### config.mk
export PLATFORM = sky130hd
export DESIGN_NAME = port_turnaround_ctrl
export DESIGN_NICKNAME = d
export VERILOG_FILES = /design/src/rtl/port_turnaround_ctrl.sv
export SDC_FILE = /design/constraint.sdc
export NUM_CORES = 1
export LEC_CHECK = 0
export CORE_UTILIZATION = 45
export DETAILED_ROUTE_END_ITERATION = 8
export PLACE_DENSITY = 0.76
export SLEW_MARGIN = 40
export SYNTH_ARGS = -nofsm -noshare
export SYNTH_HDL_FRONTEND = slang
export SYNTH_SLANG_ARGS = --single-unit
### constraint.sdc
create_clock -name clk -period 4.7 [get_ports clk]
set_input_delay 0.47 -clock clk [delete_from_list [all_inputs] [get_ports clk]]
set_output_delay 0.47 -clock clk [all_outputs]
set_load 0.02 [all_outputs]
### src/rtl/port_turnaround_ctrl.sv
// Half-duplex port sequencer: round-robin write/read grants, registered
// direction/data, and dead cycles on every direction change.
module port_turnaround_ctrl #(
  parameter int HI_INDEX     = 7,
  parameter int LO_INDEX     = 0,
  parameter int TURN_CYCLES  = 2,
  parameter int HOLD_CYCLES  = 1,
  parameter int SAMPLE_DELAY = 0
) (
  input  logic                   clk,
  input  logic                   reset_n,
  input  logic                   wr_valid,
  input  logic [HI_INDEX:LO_INDEX] wr_data,
  output logic                   wr_ready,
  input  logic                   rd_req,
  output logic                   rd_valid,
  output logic [HI_INDEX:LO_INDEX] rd_data,
  output logic                   port_dir,
  output logic [HI_INDEX:LO_INDEX] port_data_out,
  input  logic [HI_INDEX:LO_INDEX] port_data_in,
  output logic                   busy
);

  localparam logic DIR_IN   = 1'b0;
  localparam logic DIR_OUT  = 1'b1;
  localparam logic LG_READ  = 1'b0;
  localparam logic LG_WRITE = 1'b1;

  localparam int M1 = (TURN_CYCLES > HOLD_CYCLES)
                      ? TURN_CYCLES : HOLD_CYCLES;
  localparam int MAXC = (M1 > SAMPLE_DELAY + 1)
                        ? M1 : SAMPLE_DELAY + 1;
  localparam int CW = $clog2(MAXC + 1);

  typedef enum logic [2:0] {
    IDLE,
    TURN_OUT,
    DRIVE,
    TURN_IN,
    SAMPLE
  } state_e;

  state_e                   state_q, state_d;
  logic [CW-1:0]            cnt_q, cnt_d;
  logic                     last_q, last_d;
  logic [HI_INDEX:LO_INDEX] word_q, word_d;
  logic                     dir_q, dir_d;
  logic [HI_INDEX:LO_INDEX] dout_q, dout_d;
  logic [HI_INDEX:LO_INDEX] rdat_q;
  logic                     rval_q;

  logic cnt_zero;
  logic dec_pt;
  logic wr_win;
  logic rd_win;
  logic capture;

  assign cnt_zero = (cnt_q == '0);
  assign dec_pt   = (state_q == IDLE) ||
                    (state_q == DRIVE && cnt_zero);
  // Tie goes to whichever side was not granted last.
  assign wr_win   = dec_pt && wr_valid &&
                    (!rd_req || last_q == LG_READ);
  assign rd_win   = (state_q == IDLE) && rd_req && !wr_win;
  assign capture  = (state_q == SAMPLE) && cnt_zero;

  always_comb begin
    state_d = state_q;
    cnt_d   = cnt_q;
    unique case (state_q)
      IDLE: begin
        if (wr_win) begin
          state_d = TURN_OUT;
          cnt_d   = CW'(TURN_CYCLES - 1);
        end else if (rd_win) begin
          state_d = SAMPLE;
          cnt_d   = CW'(SAMPLE_DELAY);
        end
      end
      TURN_OUT: begin
        if (cnt_zero) begin
          state_d = DRIVE;
          cnt_d   = CW'(HOLD_CYCLES - 1);
        end else begin
          cnt_d = cnt_q - CW'(1);
        end
      end
      DRIVE: begin
        if (!cnt_zero) begin
          cnt_d = cnt_q - CW'(1);
        end else if (wr_win) begin
          cnt_d = CW'(HOLD_CYCLES - 1);
        end else begin
          state_d = TURN_IN;
          cnt_d   = CW'(TURN_CYCLES - 1);
        end
      end
      TURN_IN, SAMPLE: begin
        if (cnt_zero) begin
          state_d = IDLE;
        end else begin
          cnt_d = cnt_q - CW'(1);
        end
      end
      default: begin
        state_d = IDLE;
        cnt_d   = '0;
      end
    endcase
  end

  always_comb begin
    last_d = last_q;
    if (wr_win) begin
      last_d = LG_WRITE;
    end else if (rd_win) begin
      last_d = LG_READ;
    end
    word_d = wr_win ? wr_data : word_q;
    dir_d  = (state_d == TURN_OUT || state_d == DRIVE)
             ? DIR_OUT : DIR_IN;
    dout_d = (dir_d == DIR_OUT) ? word_d : '0;
  end

  always_ff @(posedge clk or negedge reset_n) begin
    if (!reset_n) begin
      state_q <= IDLE;
      cnt_q   <= '0;
      last_q  <= LG_READ;
      word_q  <= '0;
      dir_q   <= DIR_IN;
      dout_q  <= '0;
      rdat_q  <= '0;
      rval_q  <= 1'b0;
    end else begin
      state_q <= state_d;
      cnt_q   <= cnt_d;
      last_q  <= last_d;
      word_q  <= word_d;
      dir_q   <= dir_d;
      dout_q  <= dout_d;
      rval_q  <= capture;
      if (capture) begin
        rdat_q <= port_data_in;
      end
    end
  end

  assign wr_ready      = wr_win;
  assign rd_valid      = rval_q;
  assign rd_data       = rdat_q;
  assign port_dir      = dir_q;
  assign port_data_out = dout_q;
  assign busy          = (state_q != IDLE);

endmodule

# Word level (Yosys, flattened, before mapping)
# Index checks and enable logic that the tools add are counted.
totals:
  register_bits: 32
  latch_bits: 0
  mem_bits_rw: 0
  mem_bits_ro: 0
  in_bits: 20
  mem_count: 0
classes:
  add_sub_neg: 1
  mul: 0
  div: 0
  n_lt_le_gt_ge: 0
  n_eq_ne: 8
  shifts: 0
  mux: 19
  n_bitwise: 1
  n_reduce_logical: 17
op_table:
  columns: ["operator", "count"]
  rows:
  - ["3-bit 2-to-1 mux", 6]
  - ["8-bit 2-to-1 mux", 2]
  - ["3-bit one-hot mux with 4 select lines", 1]
  - ["2-bit 2-to-1 mux", 5]
  - ["3-bit by 2-bit == test with 1-bit output (second input constant)", 3]
  - ["2-bit one-hot mux with 4 select lines", 1]
  - ["3-bit by 1-bit == test with 1-bit output (second input constant)", 2]
  - ["1-bit logical AND", 6]
  - ["1-bit 2-to-1 mux", 4]
  - ["3-bit == test (second input constant)", 1]
  - ["3-bit logical NOT", 1]
  - ["1-bit logical OR", 3]
  - ["3-bit inequality test (second input constant)", 1]
  - ["3-bit nonzero test", 1]
  - ["1-bit logical NOT", 2]
  - ["2-bit logical NOT", 1]
  - ["2-bit inequality test (second input constant)", 1]
  - ["2-bit AND reduction", 1]
  - ["2-bit nonzero test", 1]
  - ["2-bit OR reduction", 1]
  - ["2-bit by 1-bit subtractor with 2-bit output (second input constant)", 1]
  - ["1-bit NOT", 1]

# Longest topological paths before layout
depth:
  depth_word: 14
  mapped_depth: 6
  mapped_depth_nobuf: 6

# Worst setup path before layout
# Ideal clock, no wire load.
synth_path:
  kind: "register -> output"
  start: "reg cnt_q[0]"
  end: "out wr_ready"
  t_arrival_ns: 1.224
  path_slack_ns: 3.006
  stages_incl_launch_ff: 6
  n_path_buf: 0
  cell_sequence: "dfrtp_1 > inv_1 > ha_1 > nand2b_4 > nand4_4 > inv_1"
synth_between:
  elab_chain_cells: 5
synth_rtl:
  columns: ["element", "line", "rtl"]
  rows:
  - ["start: declaration", "44", "logic [CW-1:0] cnt_q, cnt_d;"]
  - ["start signal: assignment", "137", "cnt_q <= cnt_d;"]
  - ["2-bit logical NOT", "58", "assign cnt_zero = (cnt_q == '0);"]
  - ["1-bit logical AND", "60", "(state_q == DRIVE && cnt_zero);"]
  - ["1-bit logical OR", "59", "assign dec_pt = (state_q == IDLE) ||"]
  - ["1-bit logical AND (2 in a row)", "62", "assign wr_win = dec_pt && wr_valid &&"]
  - ["end: declaration", "14", "output logic wr_ready,"]
# No other way between the ends.

# Worst setup path after layout
# Ends and elaborated chain as after synthesis.

==> reports/metrics.csv <==
stage,metric,value,unit
cells_and_area,multi_input_area,587,um^2
power_and_ir_drop,p_switching,463,uW
setup_path,crit_path_max_incr_delay,600,ps
min_path,hold_start,word_q[6],
sta,hold_viol_final,0,
die,die_w,58.3,um
clock_tree,h-tree-depth,2,
run_status,outcome,"finished, final reports clean",
drt,vias,977,
clock_tree,cts_buffer_depth,2,
placed_design,dp_hpwl,1.93,mm
setup_path,crit_chain,"inv_1, ha_1, nand2b_4, nand4_4, inv_1, clkdlybuf4s50_1",
global_route,grt_pass1_wl,4.44,mm
clock_tree,clkTransAtPathRegs,90,ps
drt,wl_met1,1.08,mm
cells_and_area,mostFrequentLayoutCell,clkdlybuf4s50_1,
placed_design,place.gp.congestion,0.860,
cells_and_area,nNetsFinal,177,
clock_tree,ctsHoldBuffers,0,
cells_and_area,layout_common_cells,"clkdlybuf4s50_1, dfrtp_1, mux2_2",
power_and_ir_drop,switching_share,36.2,%
yosys,syn_nets,134,
sta,period_minus_slack,2710,ps
yosys,synthDistinctLibCells,35,
power_and_ir_drop,p_int,814,uW
clock_tree,post_cts_resize_count,0,
yosys,synthCells,111,
cells_and_area,num_antenna_cells,0,
die,die_h,58.3,um
drt,viasPerCell,4.91,
sta,final.setup.tns,0,ps
cells_and_area,fin_cells,199,
placed_design,post-place-cells,191,
cells_and_area,seq_area,801,um^2
die,initial_core_util,47.1,%
yosys,synth_area_leaders,"dfrtp_1, mux2_2, nor2b_1",
run,cap_violations,0,
drt,met3WireLength,161,um
placed_design,port_buffers,39,
cells_and_area,drive_above_1_share,22.6,%
setup_path,cp.required,4230,ps
power_and_ir_drop,p_total,1280,uW
sta,finClkSkew,8.44,ps
global_route,grt_start_max_net_pins,33,
clock_tree,root_buffer,clkbuf_4,
die,fp-row-count,20,
placed_design,place_ws,2220,ps
setup_path,crit_slowest_cell,clkdlybuf4s50_1,
setup_path,crit_top_cell,inv_1,
yosys,synth_top_area_share,56.1,%
clock_tree,worstSkewPairLatency,340,ps
sta,max_freq,369,MHz
clock_tree,cts.sinks,32,
drt,ant_nets,0,
sta,grt_setup_unrepaired,no,
drt,routedWlPerCell,13.6,um
sta,relSlewSlack,64.9,%
setup_path,worstSetupEndpointType,output port,
global_route,antenna_found_initial,0,
yosys,ys_seq_elements,32,
sta,timing.final.crit_share,57.7,%
power_and_ir_drop,pwr-share-clk,15.9,%
sta,setup_viol,0,
sta,fin_hold_ws,495,ps
die,core-area,3030,um^2
setup_path,cp_max_fo,9,
setup_path,worstReg2RegStart,cnt_q[0],
setup_path,startpoint,cnt_q[0],
global_route,track_usage,18.6,%
die,io_pins,40,
yosys,seq_area_frac_synth,56.1,%
yosys,yosysWarnings,0,
setup_path,worstSetupStartpointType,register,
clock_tree,cts_made_buffers,5,
power_and_ir_drop,p_comb_share,46.6,%
drt,drc,0,
clock_tree,cts_setup_buffers,0,
setup_path,crit_arrival,2240,ps
global_route,grt_pass1_vias,987,
power_and_ir_drop,p_seq_share,37.5,%
global_route,grt-ovfl-total,0,
drt,dr.pass1.iters,4,
power_and_ir_drop,ir_worst_vdd,332,uV
power_and_ir_drop,p_per_area,661,nW/um^2
yosys,yosysTopAreaCell,dfrtp_1,
power_and_ir_drop,p_leak,0.000842,uW
clock_tree,cts_tree,done,
drt,top_layer_used,met4,
drt,routed_wirelength,2.71,mm
die,dieArea,3400,um^2
sta,worst_slew_pin_slew,526,ps
sta,slew_violations,0,
yosys,synthesis.area,1430,um^2
cells_and_area,fillers,242,
drt,drt_iter0_markers,12,
cells_and_area,syn2layout_area_growth,35.3,%
yosys,synth.avg_cell_area,12.9,um^2
min_path,hp-class,reg2reg,
sta,finalWorstSetupSlack,1990,ps
drt,met2WireLength,1.38,mm
setup_path,crit_type,reg2out,
==> critical path: cells and delay by family, from the launching register on <==
kind | cells | cell delay (ps)
flip-flops | 1 | 420
buffers and inverters | 3 | 820
AND/OR/NAND/NOR | 2 | 390
adder cells (fa/ha/maj) | 1 | 270
==> final cells by class <==
cell class,count,share of cell area [%]
inverters,4,0.777
multi-input cells,71,30.4
repair buffers,40,20.6
clock buffers,6,2.14
flip-flops and latches,32,41.5
clock inverters,2,1.81
well taps,44,2.85
==> flip-flops by register name, summed over array words and instances, names as in the netlist <==
name / cells
rd_valid: 1
state_q: 3
word_q: 8
cnt_q: 2
last_q: 1
port_dir: 1
rd_data: 8
port_data_out: 8
==> cells in the mapped netlist <==
| cell type | count |
|---|---|
| inv_1 | 4 |
| and3_2 | 1 |
| and2_1 | 1 |
| mux2_2 | 18 |
| a31oi_1 | 1 |
| o31ai_2 | 1 |
| nand2_1 | 6 |
| nor2_2 | 2 |
| nand2b_4 | 1 |
| nor2b_4 | 1 |
| dfrtp_1 | 32 |
| nand4_4 | 1 |
| a21bo_2 | 1 |
| buf_6 | 1 |
| a211oi_1 | 1 |
| a2bb2oi_1 | 1 |
| buf_2 | 2 |
| xor2_1 | 1 |
| mux2i_1 | 1 |
| or3_1 | 1 |
| o21bai_2 | 1 |
| o2bb2ai_1 | 1 |
| nand3b_1 | 1 |
| o22ai_1 | 1 |
| nor4b_1 | 1 |
| ha_1 | 3 |
| a32o_1 | 1 |
| nor2_1 | 4 |
| nand3_1 | 1 |
| nor2b_1 | 10 |
| nor3_1 | 3 |
| clkbuf_1 | 1 |
| o21ai_0 | 2 |
| xnor2_1 | 1 |
| a21oi_1 | 2 |
==> power groups by stage <==
stage,Combinational (uW),Clock (uW),Sequential [uW]
floorplan,345,0,522
global route,647,226,499
finish,595,204,479
global placement,581,0,475
CTS,602,211,480
detailed placement,599,0,486
==> metal layers <==
metal | vias up | global-route usage (%)
met1 | 463 | 19.6
met2 | 38 | 32.2
met5 | - | 0
met4 | 0 | 13.3
li1 | 468 | -
met3 | 8 | 5.05
==> path summary, 6_finish.rpt <==
path                       slack (ps)  cells past startpoint          endpoint
setup / recovery                 1990                      6          wr_ready
hold / removal                    500                      1         word_q[6]
setup reg to reg                 2900                      6  port_data_out[2]
hold reg to reg                   500                      1         word_q[6]
max in group asynchronous        3880                      2        state_q[1]
min in group asynchronous         530                      2        rd_data[2]
==> metrics by stage <==
| step | utilization [%] | instance area (um^2) |
|---|---|---|
| after floorplan | - | 1430 |
| after global placement | 61.3 | 1860 |
| after detailed placement | 61.3 | 1860 |
| after CTS | 63.8 | 1930 |
| after global routing | 63.8 | 1930 |
| final | 63.8 | 1930 |
==> logic make-up after synthesis <==
logic type               after synthesis  share of synthesized area [%]
multiplexers                          19                           14.9
adder cells (fa/ha/maj)                3                           2.63
AO/OA/AOI/OAI                         13                           7.10
XOR/XNOR                               2                           1.23
buffers and inverters                  8                           2.80
flip-flops                            32                           56.1
AND/OR/NAND/NOR                       34                           15.2
No activity file was read; power rests on OpenSTA's default activity.
